$ cat src/rtl/seq_shift_rotate.sv
// Multi-cycle shifter/rotator (SHR, SHRA, SHL, ROR, ROL), one position per clock by default.
// Defining SEQ_SHIFT_ROTATE_FAST_STEP_EN moves up to four positions per clock; results are identical.
module seq_shift_rotate #(
    parameter int WIDTH = 32,
    parameter int AMT_W = $clog2(WIDTH)
) (
    input  logic             Clock,
    input  logic             Clear,
    input  logic             start,
    input  logic [2:0]       op,
    input  logic [WIDTH-1:0] data_in,
    input  logic [AMT_W-1:0] amount,
    output logic             busy,
    output logic             done,
    output logic [WIDTH-1:0] result,
    output logic             carry_out,
    output logic             op_err
);

    typedef enum logic [1:0] {IDLE, SHIFT, DONE} state_t;

    localparam logic [2:0] OP_SHR  = 3'b000;
    localparam logic [2:0] OP_SHRA = 3'b001;
    localparam logic [2:0] OP_SHL  = 3'b010;
    localparam logic [2:0] OP_ROR  = 3'b011;
    localparam logic [2:0] OP_ROL  = 3'b100;

    state_t           state_q, state_d;
    logic [WIDTH-1:0] reg_q, reg_d;
    logic [2:0]       op_q, op_d;
    logic [AMT_W-1:0] cnt_q, cnt_d;
    logic             carry_q, carry_d;
    logic             err_q, err_d;

    // One-position move; returns {bit that left, new register value}.
    function automatic logic [WIDTH:0] step1(input logic [2:0] o, input logic [WIDTH-1:0] v);
        case (o)
            OP_SHR:  step1 = {v[0], 1'b0, v[WIDTH-1:1]};
            OP_SHRA: step1 = {v[0], v[WIDTH-1], v[WIDTH-1:1]};
            OP_SHL:  step1 = {v[WIDTH-1], v[WIDTH-2:0], 1'b0};
            OP_ROR:  step1 = {v[0], v[0], v[WIDTH-1:1]};
            OP_ROL:  step1 = {v[WIDTH-1], v[WIDTH-2:0], v[WIDTH-1]};
            default: step1 = {1'b0, v};
        endcase
    endfunction

`ifdef SEQ_SHIFT_ROTATE_FAST_STEP_EN
    int               stp;
    logic [WIDTH:0]   acc;
`endif

    always_comb begin
        state_d = state_q;
        reg_d   = reg_q;
        op_d    = op_q;
        cnt_d   = cnt_q;
        carry_d = carry_q;
        err_d   = err_q;
`ifdef SEQ_SHIFT_ROTATE_FAST_STEP_EN
        stp     = 0;
        acc     = {1'b0, reg_q};
`endif
        case (state_q)
            IDLE, DONE: begin
                if (start) begin
                    reg_d   = data_in;
                    op_d    = op;
                    // Illegal codes run as a zero-length pass-through.
                    cnt_d   = (op > OP_ROL) ? '0 : amount;
                    carry_d = 1'b0;
                    err_d   = 1'b0;
                    state_d = SHIFT;
                end else if (state_q == DONE) begin
                    state_d = IDLE;
                end
            end
            SHIFT: begin
                if (cnt_q == '0) begin
                    state_d = DONE;
                    err_d   = (op_q > OP_ROL);
                end else begin
`ifdef SEQ_SHIFT_ROTATE_FAST_STEP_EN
                    stp = (32'(cnt_q) > 4) ? 4 : int'(32'(cnt_q));
                    for (int i = 0; i < 4; i++) begin
                        if (i < stp) begin
                            acc = step1(op_q, acc[WIDTH-1:0]);
                        end
                    end
                    {carry_d, reg_d} = acc;
                    cnt_d            = cnt_q - AMT_W'(stp);
`else
                    {carry_d, reg_d} = step1(op_q, reg_q);
                    cnt_d            = cnt_q - 1'b1;
`endif
                end
            end
            default: state_d = IDLE;
        endcase
    end

    always_ff @(posedge Clock or negedge Clear) begin
        if (!Clear) begin
            state_q <= IDLE;
            reg_q   <= '0;
            op_q    <= '0;
            cnt_q   <= '0;
            carry_q <= 1'b0;
            err_q   <= 1'b0;
        end else begin
            state_q <= state_d;
            reg_q   <= reg_d;
            op_q    <= op_d;
            cnt_q   <= cnt_d;
            carry_q <= carry_d;
            err_q   <= err_d;
        end
    end

    assign busy      = (state_q == SHIFT);
    assign done      = (state_q == DONE);
    assign result    = reg_q;
    assign carry_out = carry_q;
    assign op_err    = err_q;

endmodule
$ cat config.mk
export PLATFORM = sky130hd
export DESIGN_NAME = seq_shift_rotate
export DESIGN_NICKNAME = d
export VERILOG_FILES = /design/src/rtl/seq_shift_rotate.sv
export SDC_FILE = /design/constraint.sdc
export NUM_CORES = 1
export LEC_CHECK = 0
export ABC_AREA = 1
export CAP_MARGIN = 20
export CORE_UTILIZATION = 52
export CTS_CLUSTER_SIZE = 20
export DETAILED_ROUTE_END_ITERATION = 10
export GPL_ROUTABILITY_DRIVEN = 0
export GPL_TIMING_DRIVEN = 0
export PLACE_DENSITY = 0.87
export SYNTH_ARGS = -nofsm -noshare
export SYNTH_HDL_FRONTEND = slang
export SYNTH_SLANG_ARGS = --single-unit
$ cat constraint.sdc
create_clock -name Clock -period 4.3 [get_ports Clock]
set_clock_uncertainty 0.1 [all_clocks]
set_input_delay 0.86 -clock Clock [delete_from_list [all_inputs] [get_ports Clock]]
set_output_delay 0.86 -clock Clock [all_outputs]
set_load 0.01 [all_outputs]
==> impl_metrics.toml <==
[power]
power.density_nw_per_um2 = 875
ir_worst_vdd_mv = 0.486
total_power_uw = 3350
power.leakage_uw = 0.00195

[setup_path]
critPathArrivalTime_ns = 1.91
ff2ff_path_depth = 8
worstSetupPathType = "register to output pin"
worstPathRequired_ns = 3.34
r2r-end = "result[30]"
start_kind = "register"
r2r_slack_ns = 2.51
cp_max_fo = 10
setup.worst_path.end_class = "output pin"
crit-reg2reg-launch = "cnt_q[0]"

[logic_synthesis]
syn_area_um2 = 2840
synth_top_area_cell = "dfrtp_1"
synth_cell_types = 20
syn_nets = 482
yosysWarningCount = 0
yosysTopAreaCellShare = 0.388
synthCells = 438
synthTopCellsByArea = "dfrtp_1 (39%), nand2_1 (17%), a21oi_1 (11%), nor2_1 (9.3%), nand3_1 (7.4%)"
yosysSeqAreaShare = 0.388
ys_seq_elements = 44
syn_area_per_cell_um2 = 6.48

[finish]
layout.area.seq_um2 = 1100
fin_cells = 593
utilization = 0.740
fin_nets = 568
antennaDiodeCount = 0
multi_input_area_um2 = 1420
most-common-layout-cells = "nand2_1 (130), clkdlybuf4s50_1 (77), nor2_1 (70), a21oi_1 (64), dfrtp_1 (44)"
layout-area-overhead-vs-synth_pct = 34.8
mostFrequentLayoutCell = "nand2_1"
fill_cells = 427
drive_above_1_share = 0.0803

[drt]
drtPass1Iterations = 6
vias_per_cell = 5.39
routed_wl_mm = 7.73
drc = 0
route.vias.total = 3196
routedWlPerCell_um = 13.0
drt_iter0_markers = 207
ant_nets = 0

[grt]
grt_use_met1 = 0.356
grt_max_degree = 24
grt_usage = 0.283
grtUsageMet2 = 0.490
grt_pass1_wl_mm = 13.4
grt_use_met3 = 0.0482
grt_pass1_vias = 2953
grt-ovfl-total = 0
busiest_layer = "met2"
antenna_found_initial = 0

[min_path]
hold_class = "register to register"
min_delay_worst_endpoint = "carry_out"
hold_depth = 2
hp-start = "carry_out"

[die]
ios = 79
start_util = 0.549
rows = 26
die-height_um = 75.9
coreArea_um2 = 5170
die_w_um = 75.9
die_area_um2 = 5760

[placed_design]
io_buffer_count = 78
place_hpwl_mm = 5.52
dpl.cell_count = 587

[clocking]
cts_setup_buffers = 0
clk_latency_ns = 0.31
hold_buffers = 0
cts_tree = "yes"
cts_buffers = 5
clkSinkCount = 44
clkSlewWorstSetupHoldPaths_ns = 0.08
htreeDepth = 2
ctsResizeCount = 0
cts-root-buf = "clkbuf_8"
clk_path_buf_depth = 2

[timing]
fmax_mhz = 348
min_period_over_period = 0.668
drv_slew = 0
worst_slew_pin_slew_ns = 0.569
hold_slack_ns = 0.420
finalSetupTns_ns = 0
rsz0062_at_grt = "no"
slew_headroom = 0.616
finalSetupViolCount = 0
finalHoldViolations = 0
finalCriticalPeriod_ns = 2.87

[flow_run]
max_cap_viol_count = 0

[outcome]
status = "finished, final reports clean"
## layout make-up
class                   instances  share of cell area
multi-input cells             325               0.370
repair buffers                 79               0.210
plain buffers                  27              0.0425
inverters                      42              0.0412
flip-flops and latches         44               0.287
well taps                      70              0.0229
clock buffers                   5              0.0180
clock inverters                 1             0.00784
## power breakdown
group / internal (µW) / switching [µW] / total (µW)
Clock: 167 / 145 / 312
Combinational: 918 / 1240 / 2160
Sequential: 642 / 239 / 881
Total: 1730 / 1630 / 3350
## worst max-delay path: stages (launching register included)
cell and delay [ns]:
dfrtp_1 0.44, nor2_8 0.20, buf_6 0.17, buf_2 0.23
clkdlybuf4s50_1 0.57
## cell usage after synthesis
cell type and number:
buf_6 4, buf_2 19, nand4_1 1, inv_2 4, ha_1 1, nand2_1 130
buf_1 2, a21oi_1 64, nor3_1 1, buf_4 2, nand3_2 2, nand3_1 42
o21ai_0 9, dfrtp_1 44, nor2_8 1, xor2_1 1, nor2_1 70, inv_1 38
nand2_2 2, o211ai_1 1
## kinds of logic (layout without fill, tap and decap cells)
logic type,after synthesis,in the layout,share of synthesized area
AOI/OAI and AO/OA,74,74,0.131
xor gates and xnor gates,1,1,0.00308
adders and majority gates,1,1,0.00440
buffers and inverters,69,154,0.113
DFF,44,44,0.388
and+or+nand+nor,249,249,0.361
## per-layer routing
layer / part of all wire / up-vias
li1: - / 1547
met1: 0.42 / 1486
met2: 0.50 / 140
met3: 0.060 / 23
met4: 0.019 / 0
met5: 0 / -
## through the flow
step,setup slack [ns],area (µm²)
4_1_cts,1.44,3830
6_report,1.43,3830
2_1_floorplan,2.44,2840
5_1_grt,1.35,3830
3_3_place_gp,1.05,3710
3_5_place_dp,1.78,3730
## flip-flops by register name, indices dropped and copies added, names as in the netlist
name / cells
op_err: 1
result: 32
carry_out: 1
cnt_q: 5
state_q: 2
op_q: 3
## worst max path at each step
stage / start / end / slack, ns / cells past startpoint
global placement: Clear / result[3] / 1.05 / 1
detailed placement: state_q[1] / busy / 1.78 / 4
global route: state_q[1] / busy / 1.35 / 4
floorplan: state_q[1] / busy / 2.44 / 3
finish: state_q[1] / busy / 1.43 / 4
CTS: state_q[1] / busy / 1.44 / 4
Note: power is estimated with default switching activity, not from simulation.
